### src/rtl/sprite_rom_arbiter.sv
// Round-robin arbiter sharing one synchronous sprite ROM port among the
// dino, obstacle and background renderers. Grants are registered, and the
// one-hot response strobe follows each grant by one cycle.
module sprite_rom_arbiter #(
  parameter int unsigned NUM_REQ = 4,
  parameter int unsigned ADDR_W  = 8,
  parameter int unsigned SEL_W   = 3,
  parameter int unsigned DATA_W  = 1
) (
  input  logic                      clk,
  input  logic                      rst,
  input  logic                      i_enable,
  input  logic [NUM_REQ-1:0]        i_req,
  input  logic [NUM_REQ*ADDR_W-1:0] i_addr,
  input  logic [NUM_REQ*SEL_W-1:0]  i_sel,
  output logic [NUM_REQ-1:0]        o_gnt,
  output logic                      o_rom_en,
  output logic [ADDR_W-1:0]         o_rom_addr,
  output logic [SEL_W-1:0]          o_rom_sel,
  input  logic [DATA_W-1:0]         i_rom_data,
  output logic [NUM_REQ-1:0]        o_rsp_valid,
  output logic [DATA_W-1:0]         o_rsp_data,
  output logic                      o_busy
);

  localparam int unsigned PtrW = (NUM_REQ > 1) ? $clog2(NUM_REQ) : 1;

  logic [NUM_REQ-1:0] gnt_q, gnt_d;
  logic [NUM_REQ-1:0] rsp_valid_q, rsp_valid_d;
  logic               rom_en_q, rom_en_d;
  logic [ADDR_W-1:0]  rom_addr_q, rom_addr_d;
  logic [SEL_W-1:0]   rom_sel_q, rom_sel_d;
  logic [PtrW-1:0]    ptr_q, ptr_d;

  logic [NUM_REQ-1:0] eligible;
  logic               win;
  logic [PtrW-1:0]    win_idx;
  int unsigned        idx;

  // Rotating priority search: first eligible requester at or after ptr.
  // The requester granted this cycle is masked so a held req is not re-granted.
  always_comb begin
    eligible = i_req & ~gnt_q;
    win      = 1'b0;
    win_idx  = '0;
    idx      = 0;
    for (int unsigned i = 0; i < NUM_REQ; i++) begin
      idx = (32'(ptr_q) + i) % NUM_REQ;
      if (!win && eligible[idx]) begin
        win     = 1'b1;
        win_idx = PtrW'(idx);
      end
    end
  end

  // Next-state for grant, ROM command, pointer and response strobe.
  always_comb begin
    gnt_d       = '0;
    rom_en_d    = 1'b0;
    rom_addr_d  = rom_addr_q;
    rom_sel_d   = rom_sel_q;
    ptr_d       = ptr_q;
    rsp_valid_d = gnt_q;
    if (i_enable && win) begin
      gnt_d      = NUM_REQ'(1) << win_idx;
      rom_en_d   = 1'b1;
      rom_addr_d = i_addr[win_idx*ADDR_W +: ADDR_W];
      rom_sel_d  = i_sel[win_idx*SEL_W +: SEL_W];
      ptr_d      = (win_idx == PtrW'(NUM_REQ - 1)) ? '0 : win_idx + 1'b1;
    end
  end

  // State registers; reset drops any in-flight access.
  always_ff @(posedge clk or posedge rst) begin
    if (rst) begin
      gnt_q       <= '0;
      rom_en_q    <= 1'b0;
      rom_addr_q  <= '0;
      rom_sel_q   <= '0;
      ptr_q       <= '0;
      rsp_valid_q <= '0;
    end else begin
      gnt_q       <= gnt_d;
      rom_en_q    <= rom_en_d;
      rom_addr_q  <= rom_addr_d;
      rom_sel_q   <= rom_sel_d;
      ptr_q       <= ptr_d;
      rsp_valid_q <= rsp_valid_d;
    end
  end

  assign o_gnt       = gnt_q;
  assign o_rom_en    = rom_en_q;
  assign o_rom_addr  = rom_addr_q;
  assign o_rom_sel   = rom_sel_q;
  assign o_rsp_valid = rsp_valid_q;
  assign o_rsp_data  = i_rom_data;
  assign o_busy      = rom_en_q | (|rsp_valid_q);

endmodule
### config.mk
export PLATFORM = sky130hd
export DESIGN_NAME = sprite_rom_arbiter
export DESIGN_NICKNAME = d
export VERILOG_FILES = /design/src/rtl/sprite_rom_arbiter.sv
export SDC_FILE = /design/constraint.sdc
export NUM_CORES = 1
export LEC_CHECK = 0
export CAP_MARGIN = 0
export CORE_MARGIN = 5
export CORE_UTILIZATION = 41
export CTS_CLUSTER_SIZE = 25
export DETAILED_ROUTE_END_ITERATION = 7
export PLACE_DENSITY = 0.85
export RECOVER_POWER = 25
export SKIP_CTS_REPAIR_TIMING = 1
export SLEW_MARGIN = 20
export SYNTH_ARGS = -nofsm -noshare
export SYNTH_HDL_FRONTEND = slang
export SYNTH_SLANG_ARGS = --single-unit
export TNS_END_PERCENT = 100
### constraint.sdc
create_clock -name clk -period 3.6 [get_ports clk]
set_input_delay 0.72 -clock clk [delete_from_list [all_inputs] [get_ports clk]]
set_output_delay 0.72 -clock clk [all_outputs]
set_load 0.005 [all_outputs]
# Word-level counts from Yosys, hierarchy flattened
# Cells that the tools add are included.
word_totals:
  reg_bits: 22
  inputBits: 52
  out_inout_bits: 22
  wordCells: 49
op_classes:
  addsub: 4
  multipliers: 1
  order_cmp: 4
  eq_ne: 1
  shifts: 3
  mux: 19
  n_bitwise: 3
  reduce_logical: 8
ops:
  columns: ["cell", "count"]
  rows:
  - ["32-bit by 6-bit indexed part select with 8-bit output", 1]
  - ["2-bit by 3-bit less-than comparator with 1-bit output (second input constant)", 4]
  - ["12-bit by 5-bit indexed part select with 3-bit output", 1]
  - ["2-bit two-way mux", 5]
  - ["1-bit two-way mux", 9]
  - ["1-bit binary-select mux with 2-bit select", 4]
  - ["2-bit by 1-bit adder with 2-bit output (second input constant)", 2]
  - ["2-bit adder (second input constant)", 2]
  - ["4-bit bitwise AND", 1]
  - ["1-bit logical AND", 4]
  - ["2-bit by 2-bit multiplier with 4-bit output (second input constant)", 1]
  - ["4-bit two-way mux", 1]
  - ["4-bit inverter", 1]
  - ["4-bit OR reduction", 1]
  - ["1-bit by 2-bit << shifter with 4-bit output (first input constant)", 1]
  - ["1-bit logical NOT", 3]
  - ["2-bit equality test (second input constant)", 1]
  - ["1-bit bitwise OR", 1]

# Logic depth before layout (Yosys ltp)
depth:
  ltp_word: 16
  ltp_mapped: 7
  depth_no_buf: 6

# Worst setup path after synthesis
# No wires, ideal clock.
synth_timing:
  path_kind: "input to register"
  startpoint: "input port i_req[0]"
  endpoint: "register ptr_q[1]"
  setup_time_ps: 125
  arrival_ps: 2027
  t_required_ps: 3475
  path_slack_ps: 1448
  stages: 6
  n_path_buf: 1
  path_cell_list: "or4b_4 > o21ai_0 > a21oi_2 > buf_2 > ha_1 > mux2_2"
synth_between:
  elab_chain_len: 15
  elab_cells_between_ends: 27
  cone_classes: "add/sub: 1; eq/ne: 1; mux: 17; bitwise: 1; reduce/logical: 7"
synth_lines:
  columns: ["item", "line_no", "source"]
  rows:
  - ["start: declaration", "13", "input logic [NUM_REQ-1:0] i_req,"]
  - ["4-bit bitwise AND (*)", "43", "eligible = i_req & ~gnt_q;"]
  - ["1-bit binary-select mux with 2-bit select", "49", "if (!win && eligible[idx]) begin"]
  - ["1-bit two-way mux (not written as such)", "49", null]
  - ["1-bit two-way mux", "49", null]
  - ["1-bit logical NOT", "49", null]
  - ["1-bit logical AND", "49", null]
  - ["1-bit two-way mux", "49", null]
  - ["1-bit logical NOT", "49", null]
  - ["1-bit logical AND", "49", null]
  - ["1-bit two-way mux", "49", null]
  - ["1-bit logical NOT", "49", null]
  - ["1-bit logical AND", "49", null]
  - ["2-bit two-way mux", "49", null]
  - ["2-bit by 1-bit adder with 2-bit output or 2-bit equality test (tied branches)", "69", "ptr_d = (win_idx == PtrW'(NUM_REQ - 1)) ? '0 : win_idx + 1'b1;"]
  - ["2-bit two-way mux", "69", null]
  - ["end signal: assignment", "87", "ptr_q <= ptr_d;"]
  - ["end: declaration", "33", "logic [PtrW-1:0] ptr_q, ptr_d;"]
# Mark *: on every way between the ends. The rest lies on a longest branch, timed or not. The select of a mux whose other input is x is not followed.
# A chain may end at the register's enable or synchronous reset.

# Worst setup path after layout
# Ends and elaborated chain as after synthesis.

==> metrics <==
layout cells sized above 1 0.06796; Synth Net Count 192; leak pwr 0.0008547 uW; filler instances 258; pwr/cell area 625.8 nW/um^2; Clock Sinks 22; Die H 66.26 um; I/O pins 74; total power 1294 uW; Placement Cell Area 2016 um^2; WL/cell 17.05 um; Yosys cell types 33; Period Utilization, post-route 0.6914; Detailed Route Iter0 Violations 70; non-filler cells, final 250; Synth-to-Final Area Change 59.40%; worst skew pair latency 0.31 ns; Syn Inst Count 139; GRT Overall Usage 0.1955; sequential share of the synthesized area 0.4243; Final Hold Violating Endpoints 0; Setup-failing EPs final 0; fin nets 260; kind of critical path in2reg; FMAX 401.8 MHz; Worst Tran Pin Value 0.8190 ns; via/cell ratio 5.280; std cell rows 20; vias 1320; max_cap viols 0; setup TNS 0 ns; crit path DAT 2.70 ns; number of port buffers 71; Setup crit start kind primary input; antenna-violating nets left 0; register area 550.5 um^2; largest net degree at the start of global routing 24; first-pass GRT wire length 6.541 mm; Yosys reg bits 22; overall die area 4390 um^2; Ant. Diodes 0; vias in the first global route 1390; Initial Util 0.4250; Worst-path clk slew 0.13 ns; multi-input combinational cell area 665.6 um^2; RSZ-0062 raised after global routing no; Die Wd 66.26 um; hold_ws 0.4472 ns; grt total ovfl 0; Crit. End Element flip-flop; CTS Buffer Depth 2; DRC viols 0; core area 3053 um^2; YS warnings 0; CTS tree built; initial antenna violation count 0; Slew HR 0.4534; Synth Area per Inst 9.334 um^2; Slew Limit Fails 0; Worst EP required 3.81 ns; VDD IR max 356.8 uV; Final Critical Period 2.489 ns; Final GP Congestion 0.9786; status finished, final reports clean; final wirelength 4.262 mm; placed insts 246; CTS Buf Count 3; depth of the CTS H-tree 1; Syn Std Cell Area 1297 um^2; CTS root buffer clkbuf_4; design area 2068 um^2; Worst Hold Class reg2reg; first drt pass iteration count 4; Clock Skews 0.005882 ns; dpl hpwl 3.316 mm; Crit Path Max Fanout 23
## path summary, 6_finish.rpt
path / start / to / slack (ns) / cells after the start
max reg2reg: ptr_q[1]$_DFFE_PP0P_ / ptr_q[1]$_DFFE_PP0P_ / 1.45 / 5
max in group asynchronous: rst / o_rom_addr[4]$_DFFE_PP0P_ / 2.10 / 2
max: i_req[0] / ptr_q[1]$_DFFE_PP0P_ / 1.11 / 6
min reg2reg: o_gnt[1]$_DFF_PP0_ / o_rsp_valid[1]$_DFF_PP0_ / 0.45 / 0
min: o_gnt[1]$_DFF_PP0_ / o_rsp_valid[1]$_DFF_PP0_ / 0.45 / 0
min in group asynchronous: rst / o_rom_addr[6]$_DFFE_PP0P_ / 0.99 / 2
## cell usage in the layout, fill, tap and decap left out, drive strengths merged, types with 3 or more instances in the layout
| cell type | count |
|---|---|
| nor3b | 3 |
| a21boi | 12 |
| o21ai | 14 |
| nand2b | 4 |
| dfrtp | 22 |
| inv | 3 |
| nor2 | 13 |
| nor2b | 3 |
| a21oi | 13 |
| a221oi | 11 |
| clkbuf | 3 |
| and3 | 11 |
| nand3 | 3 |
| clkdlybuf4s50 | 70 |
| buf | 3 |
## state kept, by name, indices dropped and copies added (netlist names)
name,cells
ptr_q,2
o_rom_en,1
o_rom_addr,8
o_rom_sel,3
o_gnt,4
o_rsp_valid,4
## Yosys cell counts
library cell / n / area share
buf_2: 2 / 0.0077
mux2_2: 1 / 0.0087
a21boi_1: 10 / 0.058
nor3b_1: 3 / 0.017
and3_1: 11 / 0.053
a21oi_2: 1 / 0.0068
buf_4: 1 / 0.0058
clkbuf_1: 5 / 0.014
inv_1: 3 / 0.0087
nand4_1: 1 / 0.0048
nand2b_1: 4 / 0.019
ha_1: 1 / 0.0096
or4b_4: 1 / 0.011
nand2_1: 2 / 0.0058
o221a_4: 1 / 0.015
o21ai_1: 12 / 0.046
dfrtp_1: 22 / 0.42
a21boi_2: 2 / 0.017
a211oi_1: 1 / 0.0058
nand3b_1: 1 / 0.0058
nand3_1: 3 / 0.012
o211ai_1: 1 / 0.0058
nor3_1: 2 / 0.0077
and2_1: 1 / 0.0048
nor2b_1: 3 / 0.014
buf_6: 3 / 0.026
o21ai_0: 2 / 0.0077
a21o_1: 1 / 0.0058
a21oi_1: 12 / 0.046
a221oi_1: 11 / 0.074
and2_4: 1 / 0.0068
o21a_1: 1 / 0.0058
nor2_1: 13 / 0.038
## worst max-delay path, cell delays in order
cell and delay [ns]:
clkdlybuf4s50_1 0.51, or4b_4 0.50, o221a_4 0.22, and2_4 0.20
ha_1 0.29, mux2_2 0.26
## stage by stage
stage | utilization | worst slack [ns]
floorplan | - | 1.448
finish | 0.6775 | 1.111
global route | 0.6775 | 1.048
CTS | 0.6775 | 1.120
detailed placement | 0.6602 | 0.7766
global placement | 0.6602 | 0.8436
## power breakdown
group          switching (uW)  leakage [uW]  total (uW)  internal (uW)
registers                75.1      0.000268         417            341
logic                     312      0.000559         686            374
clock network            79.7     0.0000279         192            112
total                     467      0.000855        1290            828
## per-layer routing
layer,wire length [um],track usage
met4,109,0.09645
met2,2274,0.3544
met3,216,0.03741
met1,1662,0.2144
met5,0,0
## cell type report
cell class,instances,share of cell area
Timing Repair Buffer,74,0.3545
Clock buffer,3,0.01089
Multi-Input combinational cell,103,0.3218
Tap cell,44,0.02662
Clock inverter,1,0.01452
Sequential cell,22,0.2662
Inverter,3,0.005445
## cells by family after synthesis
kind of cell,count (synthesis),share of synthesized area
AOI/OAI and AO/OA,55,0.2951
and+or+nand+nor,46,0.1996
buffers and inverters,14,0.06268
DFF,22,0.4243
muxes,1,0.008678
adders and majority gates,1,0.009642
No activity file was read; power rests on OpenSTA's default activity.
